[src/rtl/mem_arbiter_if.sv]
// Bus bundle between mem_arbiter, the I/D cache requesters and the shared memory port.
interface mem_arbiter_if #(
    parameter int unsigned WORD_SIZE  = 16,
    parameter int unsigned LINE_WORDS = 4
);
    localparam int unsigned LINE_W = WORD_SIZE * LINE_WORDS;

    logic                 i_read;
    logic [WORD_SIZE-1:0] i_address;
    logic [LINE_W-1:0]    i_rdata;
    logic                 i_ready;

    logic                 d_read;
    logic                 d_write;
    logic [WORD_SIZE-1:0] d_address;
    logic [LINE_W-1:0]    d_wdata;
    logic [LINE_W-1:0]    d_rdata;
    logic                 d_ready;

    logic                 m_read;
    logic                 m_write;
    logic [WORD_SIZE-1:0] m_address;
    logic [LINE_W-1:0]    m_wdata;
    logic [LINE_W-1:0]    m_rdata;
    logic                 m_ready;

    // Arbiter side
    modport master (
        input  i_read, i_address, d_read, d_write, d_address, d_wdata, m_rdata, m_ready,
        output i_rdata, i_ready, d_rdata, d_ready, m_read, m_write, m_address, m_wdata
    );

    // Cache/memory environment side
    modport slave (
        output i_read, i_address, d_read, d_write, d_address, d_wdata, m_rdata, m_ready,
        input  i_rdata, i_ready, d_rdata, d_ready, m_read, m_write, m_address, m_wdata
    );
endinterface

[src/rtl/mem_arbiter.sv]
// Two-requester (I-cache / D-cache) line-fill and write-back arbiter onto one memory port.
// Round-robin on ties, fully registered outputs, one-cycle ready pulse per transaction.
module mem_arbiter #(
    parameter int unsigned WORD_SIZE  = 16,
    parameter int unsigned LINE_WORDS = 4
) (
    input  logic          clk,
    input  logic          reset,
    mem_arbiter_if.master bus,
    output logic          busy,
    output logic [15:0]   conflict_cnt
);
    localparam int unsigned LINE_W = WORD_SIZE * LINE_WORDS;

    typedef enum logic [1:0] {IDLE, MEM_I, MEM_D, RESP} state_t;
    typedef enum logic {GNT_I, GNT_D} grant_t;

    state_t               state_q, state_d;
    grant_t               last_q, last_d;
    grant_t               cur_q, cur_d;
    logic                 m_read_q, m_read_d;
    logic                 m_write_q, m_write_d;
    logic [WORD_SIZE-1:0] m_address_q, m_address_d;
    logic [LINE_W-1:0]    m_wdata_q, m_wdata_d;
    logic [LINE_W-1:0]    i_rdata_q, i_rdata_d;
    logic [LINE_W-1:0]    d_rdata_q, d_rdata_d;
    logic                 i_ready_q, i_ready_d;
    logic                 d_ready_q, d_ready_d;
    logic                 busy_q, busy_d;
    logic [15:0]          cnt_q, cnt_d;
    logic                 i_req, d_req;

    always_comb begin
        i_req       = bus.i_read;
        d_req       = bus.d_read | bus.d_write;
        state_d     = state_q;
        last_d      = last_q;
        cur_d       = cur_q;
        m_read_d    = m_read_q;
        m_write_d   = m_write_q;
        m_address_d = m_address_q;
        m_wdata_d   = m_wdata_q;
        i_rdata_d   = i_rdata_q;
        d_rdata_d   = d_rdata_q;
        i_ready_d   = 1'b0;
        d_ready_d   = 1'b0;
        cnt_d       = cnt_q;

        case (state_q)
            IDLE: begin
                if (i_req && d_req && (cnt_q != 16'hFFFF)) begin
                    cnt_d = cnt_q + 16'd1;
                end
                // I wins when alone, or on a tie when D was served last.
                if (i_req && (!d_req || (last_q == GNT_D))) begin
                    state_d     = MEM_I;
                    cur_d       = GNT_I;
                    m_read_d    = 1'b1;
                    m_write_d   = 1'b0;
                    m_address_d = bus.i_address;
                end else if (d_req) begin
                    state_d     = MEM_D;
                    cur_d       = GNT_D;
                    m_read_d    = ~bus.d_write;
                    m_write_d   = bus.d_write;
                    m_address_d = bus.d_address;
                    m_wdata_d   = bus.d_wdata;
                end
            end
            MEM_I, MEM_D: begin
                if (bus.m_ready) begin
                    m_read_d  = 1'b0;
                    m_write_d = 1'b0;
                    state_d   = RESP;
                    if (state_q == MEM_I) begin
                        i_ready_d = 1'b1;
                        i_rdata_d = bus.m_rdata;
                    end else begin
                        d_ready_d = 1'b1;
                        if (!m_write_q) begin
                            d_rdata_d = bus.m_rdata;
                        end
                    end
                end
            end
            RESP: begin
                state_d = IDLE;
                last_d  = cur_q;
            end
            default: state_d = IDLE;
        endcase

        busy_d = (state_d != IDLE);
    end

    always_ff @(posedge clk or posedge reset) begin
        if (reset) begin
            state_q     <= IDLE;
            last_q      <= GNT_D;
            cur_q       <= GNT_I;
            m_read_q    <= 1'b0;
            m_write_q   <= 1'b0;
            m_address_q <= '0;
            m_wdata_q   <= '0;
            i_rdata_q   <= '0;
            d_rdata_q   <= '0;
            i_ready_q   <= 1'b0;
            d_ready_q   <= 1'b0;
            busy_q      <= 1'b0;
            cnt_q       <= '0;
        end else begin
            state_q     <= state_d;
            last_q      <= last_d;
            cur_q       <= cur_d;
            m_read_q    <= m_read_d;
            m_write_q   <= m_write_d;
            m_address_q <= m_address_d;
            m_wdata_q   <= m_wdata_d;
            i_rdata_q   <= i_rdata_d;
            d_rdata_q   <= d_rdata_d;
            i_ready_q   <= i_ready_d;
            d_ready_q   <= d_ready_d;
            busy_q      <= busy_d;
            cnt_q       <= cnt_d;
        end
    end

    assign bus.m_read    = m_read_q;
    assign bus.m_write   = m_write_q;
    assign bus.m_address = m_address_q;
    assign bus.m_wdata   = m_wdata_q;
    assign bus.i_rdata   = i_rdata_q;
    assign bus.i_ready   = i_ready_q;
    assign bus.d_rdata   = d_rdata_q;
    assign bus.d_ready   = d_ready_q;
    assign busy          = busy_q;
    assign conflict_cnt  = cnt_q;
endmodule

[src/flat_wrapper.sv]
// flat-port wrapper written by rule: the top's interface ports become plain ports
module mem_arbiter_flat 
#(
    parameter int unsigned WORD_SIZE  = 16,
    parameter int unsigned LINE_WORDS = 4
)
  (clk, reset, busy, conflict_cnt, bus_i_read, bus_i_address, bus_d_read, bus_d_write, bus_d_address, bus_d_wdata, bus_m_rdata, bus_m_ready, bus_i_rdata, bus_i_ready, bus_d_rdata, bus_d_ready, bus_m_read, bus_m_write, bus_m_address, bus_m_wdata);
  mem_arbiter_if #(.WORD_SIZE(WORD_SIZE), .LINE_WORDS(LINE_WORDS)) bus_i ();
  input  logic clk;
  input  logic reset;
  output logic busy;
  output logic [15:0] conflict_cnt;
  input wire logic [$bits(bus_i.i_read)-1:0] bus_i_read;
  input wire logic [$bits(bus_i.i_address)-1:0] bus_i_address;
  input wire logic [$bits(bus_i.d_read)-1:0] bus_d_read;
  input wire logic [$bits(bus_i.d_write)-1:0] bus_d_write;
  input wire logic [$bits(bus_i.d_address)-1:0] bus_d_address;
  input wire logic [$bits(bus_i.d_wdata)-1:0] bus_d_wdata;
  input wire logic [$bits(bus_i.m_rdata)-1:0] bus_m_rdata;
  input wire logic [$bits(bus_i.m_ready)-1:0] bus_m_ready;
  output wire logic [$bits(bus_i.i_rdata)-1:0] bus_i_rdata;
  output wire logic [$bits(bus_i.i_ready)-1:0] bus_i_ready;
  output wire logic [$bits(bus_i.d_rdata)-1:0] bus_d_rdata;
  output wire logic [$bits(bus_i.d_ready)-1:0] bus_d_ready;
  output wire logic [$bits(bus_i.m_read)-1:0] bus_m_read;
  output wire logic [$bits(bus_i.m_write)-1:0] bus_m_write;
  output wire logic [$bits(bus_i.m_address)-1:0] bus_m_address;
  output wire logic [$bits(bus_i.m_wdata)-1:0] bus_m_wdata;
  assign bus_i.i_read = bus_i_read;
  assign bus_i.i_address = bus_i_address;
  assign bus_i.d_read = bus_d_read;
  assign bus_i.d_write = bus_d_write;
  assign bus_i.d_address = bus_d_address;
  assign bus_i.d_wdata = bus_d_wdata;
  assign bus_i.m_rdata = bus_m_rdata;
  assign bus_i.m_ready = bus_m_ready;
  assign bus_i_rdata = bus_i.i_rdata;
  assign bus_i_ready = bus_i.i_ready;
  assign bus_d_rdata = bus_i.d_rdata;
  assign bus_d_ready = bus_i.d_ready;
  assign bus_m_read = bus_i.m_read;
  assign bus_m_write = bus_i.m_write;
  assign bus_m_address = bus_i.m_address;
  assign bus_m_wdata = bus_i.m_wdata;
  mem_arbiter #(.WORD_SIZE(WORD_SIZE), .LINE_WORDS(LINE_WORDS)) u_core (.clk(clk), .reset(reset), .bus(bus_i), .busy(busy), .conflict_cnt(conflict_cnt));
endmodule
[config.mk]
export PLATFORM = sky130hd
export DESIGN_NAME = mem_arbiter_flat
export DESIGN_NICKNAME = d
export VERILOG_FILES = /design/src/rtl/mem_arbiter_if.sv /design/src/rtl/mem_arbiter.sv /design/src/flat_wrapper.sv
export SDC_FILE = /design/constraint.sdc
export NUM_CORES = 1
export LEC_CHECK = 0
export CAP_MARGIN = 30
export CORE_MARGIN = 1
export CORE_UTILIZATION = 38
export CTS_CLUSTER_DIAMETER = 200
export DETAILED_ROUTE_END_ITERATION = 12
export PLACE_DENSITY = 0.83
export SLEW_MARGIN = 10
export SYNTH_ARGS = -nofsm -noshare
export SYNTH_HDL_FRONTEND = slang
export SYNTH_SLANG_ARGS = --single-unit
[constraint.sdc]
create_clock -name clk -period 8.2 [get_ports clk]
set_clock_uncertainty 0.15 [all_clocks]
set_input_delay 1.64 -clock clk [delete_from_list [all_inputs] [get_ports clk]]
set_output_delay 1.64 -clock clk [all_outputs]
set_load 0.005 [all_outputs]
# Word-level counts from Yosys, hierarchy flattened
# Index checks and enable logic that the tools add are counted.
dict set report word_totals {
  ff_bits 233
  input_bits 166
  out_inout_bits 229
}
dict set report op_classes {
  add_sub_neg 1
  n_eq_ne 6
  n_mux 21
  bitwise 5
  reduce_logical 16
}
# cell count
set ops {}
lappend ops {{two-way mux 16 bit} 2}
lappend ops {{adder 16 x 1 -> 16 bit (second input constant)} 1}
lappend ops {{!= test 16 bit (second input constant)} 1}
lappend ops {{two-way mux 1 bit} 13}
lappend ops {{AND reduction 3 bit} 3}
lappend ops {{two-way mux 2 bit} 3}
lappend ops {{case mux 2 bit (3 select lines)} 1}
lappend ops {{nonzero test 2 bit} 3}
lappend ops {{== test 2 bit (second input constant)} 2}
lappend ops {{NOT 1 bit} 4}
lappend ops {{case mux 1 bit (2 select lines)} 2}
lappend ops {{AND reduction 2 bit} 2}
lappend ops {{AND reduction 4 bit} 1}
lappend ops {{logical AND 1 bit} 3}
lappend ops {{!= test 3 x 1 -> 1 bit (second input constant)} 1}
lappend ops {{== test 2 x 1 -> 1 bit (second input constant)} 1}
lappend ops {{logical NOT 2 bit} 1}
lappend ops {{!= test 2 bit (second input constant)} 1}
lappend ops {{OR reduction 2 bit} 1}
lappend ops {{logical NOT 1 bit} 1}
lappend ops {{logical OR 1 bit} 1}
lappend ops {{bitwise OR 1 bit} 1}

# Longest topological paths before layout
dict set report depth {
  depth_word 7
  ltp_mapped 7
  mapped_depth_nobuf 6
}

# Least setup slack after synthesis
# No wires, ideal clock.
dict set report synth_path {
  path_kind {input -> register}
  from {input port bus_i_read}
  to {register u_core.m_wdata_q[15] (netlist: u_core.bus.m_wdata[15])}
  setup_ps 125
  t_arrival_ps 2777
  required_time_ps 7925
  slack_ps 5149
  stages 6
  path_buffers 3
  path_cell_list {clkbuf_1 -> a21oi_1 -> nand2_1 -> buf_2 -> buf_2 -> mux2_2}
}
dict set report synth_via {
  elab_chain_cells 3
}
# element line_no
set synth_lines {}
lappend synth_lines {{start, declared} flat_wrapper.sv:13} ;# input wire logic [$bits(bus_i.i_read)-1:0] bus_i_read;
lappend synth_lines {{logical AND 1 bit} mem_arbiter.sv:55} ;# if (i_req && (!d_req || (last_q == GNT_D))) begin
lappend synth_lines {{NOT 1 bit (no source line)} --}
lappend synth_lines {{AND reduction 3 bit (no source line)} --}
lappend synth_lines {{end signal, assigned} mem_arbiter.sv:118} ;# m_wdata_q <= m_wdata_d;
lappend synth_lines {{end, declared} mem_arbiter.sv:24} ;# logic [LINE_W-1:0] m_wdata_q, m_wdata_d;
# No other way between the ends.
# A chain may end at the register's enable or synchronous reset.

# Worst setup path after layout
dict set report layout_path {
  from {input port bus_m_ready}
  to {register u_core.i_rdata_q[10] (netlist: u_core.bus.i_rdata[10])}
}
dict set report layout_via {
  elab_chain_cells 1
}
# element line_no
set layout_lines {}
lappend layout_lines {{start, declared} flat_wrapper.sv:20} ;# input wire logic [$bits(bus_i.m_ready)-1:0] bus_m_ready;
lappend layout_lines {{AND reduction 3 bit (no source line)} --}
lappend layout_lines {{end signal, assigned} mem_arbiter.sv:119} ;# i_rdata_q <= i_rdata_d;
lappend layout_lines {{end, declared} mem_arbiter.sv:25} ;# logic [LINE_W-1:0] i_rdata_q, i_rdata_d;
# No other way between the ends.

==> out/qor.csv <==
stage,metric,value,unit
run_status,status,"complete, no violations",
synth,yosysMostFrequentCell,dfrtp_1,
global_route,grt_first_pass_wirelength,36300,µm
cts,cts_setup_buffers,0,
synth,synth_common_cells,"232 x dfrtp_1, 164 x mux2_2, 30 x mux2_1",
cts,cts_tree,done,
critical_path,worst-r2r-cell-count,6,
timing,hold_viol_final,0,
route,wl_per_cell,17.7,µm
synth,syn_nets,764,
critical_path,r2r_setup_slack,5.40,ns
synth,synth.distinct_cells,43,
final_layout,nets,1167,
critical_path,end_kind,flop,
die,io_pins,395,
critical_path,startpoint,bus_m_ready,
global_route,grt_max_degree,135,
die,die_y,157,µm
critical_path,timing.rr.end,u_core.bus.i_rdata[10],
flow_run,max_cap_viol_count,0,
pwr,power_density,383,nW/µm²
critical_path,r2r_start,u_core.state_q[1],
hold_path,worstHoldStart,u_core.bus.m_address[7],
final_layout,seqCellArea,5830,µm²
die,die-area,24500,µm²
route,vias,6329,
cts,cts-resized-gates,0,
timing,rsz0062_at_grt,no,
critical_path,crit_end,u_core.bus.i_rdata[10],
synth,synth_largest_area_cell,dfrtp_1,
synth,synth.top_cells.by_area,"dfrtp_1 64%, mux2_2 20%, mux2_1 3.7%",
timing,drv_slew,0,
synth,syn_area_per_cell,15.4,µm²
pwr,intPower,3.95,mW
placed_design,placed_area,13400,µm²
pwr,p_seq_frac,0.369,
synth,netlist.area_leader.share,0.639,
cts,cts_sinks,233,
cts,numCtsBuffers,25,
die,die_w,157,µm
synth,synth_seq_cells,233,
cts,h-tree-depth,1,
pwr,p_leak,6.07,nW
cts,cts_buffer_depth,3,
global_route,antenna_found_initial,0,
timing,layout_min_cycle_time,3.58,ns
pwr,switching_share,0.276,
global_route,grt_pass1_vias,6641,
route,detail-route-antenna-nets,0,
final_layout,fin_area,14300,µm²
cts,cts_root_buf,clkbuf_16,
timing,max_freq,279,MHz
route,viasPerCell,4.76,
die,coreArea,23500,µm²
critical_path,crit_type,in -> reg,
final_layout,area_growth,57.0,%
die,start_util,0.387,
pwr,switching_power,1.51,mW
synth,synth-edff-count,0,
synth,synthesis.area,9090,µm²
hold_path,hp-class,reg -> reg,
synth,ys_warn_count,0,
die,std_cell_rows,56,
placed_design,dp_hpwl,17100,µm
timing,fin_tns_setup,0,ns
critical_path,path_max_fanout,45,
cts,worstSkewPairLatency,0.51,ns
placed_design,portBuffers,394,
pwr,p_comb_frac,0.418,
synth,ys_async_sr_fraction,1.00,
placed_design,place_ws,4.05,ns
pwr,pwr-share-clk,0.213,
route,drt_iter0_drc,244,
critical_path,startpoint_type,input port,
global_route,grt.total_usage,0.189,
synth,synth_seq_area_share,0.642,
timing,tightest_slew,0.886,ns
placed_design,place_congestion,0.785,
global_route,gr-total-overflow,0,
final_layout,multiInputGateArea,3120,µm²
final_layout,layout-drive-gt1-share,0.221,
final_layout,utilization,0.608,
final_layout,diodes,0,
timing,setup_viol_count_final,0,
critical_path,critPathArrivalTime,3.82,ns
synth,synthCells,592,
timing,slew_headroom,0.409,
timing,fin_ws,4.62,ns
route,first_pass_iters,4,
final_layout,fillCellCount,1783,
timing,post-route-period-util,0.437,
cts,ctsHoldBuffers,0,
route,post-route-drc-count,0,
cts,clkTransAtPathRegs,0.06,ns
critical_path,cp_data_required_time,8.44,ns
route,drt_wl_total,23500,µm
synth,synth_flop_cell,dfrtp_1,
pwr,vdd.ir_drop.worst,0.000275,V
==> through the flow <==
stage	power, mW	hold WS [ns]	std cells
6_report	5.46	0.328	1331
4_1_cts	5.52	0.334	1329
2_1_floorplan	2.92	0.291	592
3_5_place_dp	4.33	0.321	1285
5_1_grt	5.79	0.356	1331
3_3_place_gp	4.25	0.314	1285
==> how the worst min path moves through the flow <==
stage                               end  slack [ns]  cells after the start
6_report        u_core.bus.m_address[7]        0.33                      2
5_1_grt        u_core.bus.m_address[11]        0.36                      2
4_1_cts        u_core.bus.m_address[11]        0.33                      2
3_5_place_dp   u_core.bus.m_address[11]        0.32                      2
3_3_place_gp   u_core.bus.m_address[13]        0.31                      2
2_1_floorplan              u_core.cur_q        0.29                      2
==> worst max-delay path: stages <==
cell and delay (ns):
clkdlybuf4s50_1 0.54, nand3_2 0.28, inv_2 0.34, buf_4 0.56, mux2_2 0.41
==> layout by cell type, fill, tap and decap left out, types with 4 or more instances in the layout <==
master and count:
mux2_2 164, clkdlybuf4s50_1 394, clkinv_2 6, xor2_1 12, mux2i_1 16, nor4_1 4
nor2_1 8, dfrtp_1 232, ha_1 6, o21ai_0 19, mux2_1 30, nand4_1 5
clkbuf_8 7, buf_4 5, nor3_1 6, nand2_1 24, a21oi_1 4, clkbuf_16 25
==> layout make-up <==
class / instances / area share
Clock inverter: 10 / 0.00903
Sequential cell: 233 / 0.409
Clock buffer: 34 / 0.0511
Timing Repair Buffer: 401 / 0.282
Tap cell: 319 / 0.0280
Inverter: 6 / 0.00211
Multi-Input combinational cell: 328 / 0.219
==> registers in the layout, indices dropped and copies added, names as in the netlist, 2 cells and up <==
signal                count
u_core.bus.d_rdata       64
u_core.bus.i_rdata       64
u_core.bus.m_wdata       64
u_core.bus.m_address     16
u_core.conflict_cnt      16
u_core.state_q            2
==> logic make-up (layout without fill, tap and decap cells) <==
kind of cell	count (synthesis)	in the layout	share of synthesized area
flip-flops	233	233	0.642
AND/OR/NAND/NOR	64	64	0.0401
AO/OA/AOI/OAI	35	35	0.0237
adder cells (fa/ha/maj)	6	6	0.00826
buffers and inverters	31	451	0.0157
multiplexers	210	210	0.258
XOR/XNOR	13	13	0.0125
==> power by group through the flow <==
stage | Clock [mW] | Combinational, mW | Sequential [mW]
floorplan | 0 | 0.872 | 2.05
global placement | 0 | 2.25 | 2.01
detailed placement | 0 | 2.30 | 2.04
CTS | 1.19 | 2.31 | 2.02
global route | 1.23 | 2.47 | 2.09
finish | 1.16 | 2.29 | 2.02
==> per-layer routing <==
metal  track usage  wire length, µm  vias to the layer above
li1              -                -                     2914
met2         0.341            12100                      264
met4        0.0486              449                        0
met1         0.215             8840                     3115
met5             0                0                        -
met3        0.0612             2180                       36
Note: power is estimated with default switching activity, not from simulation.
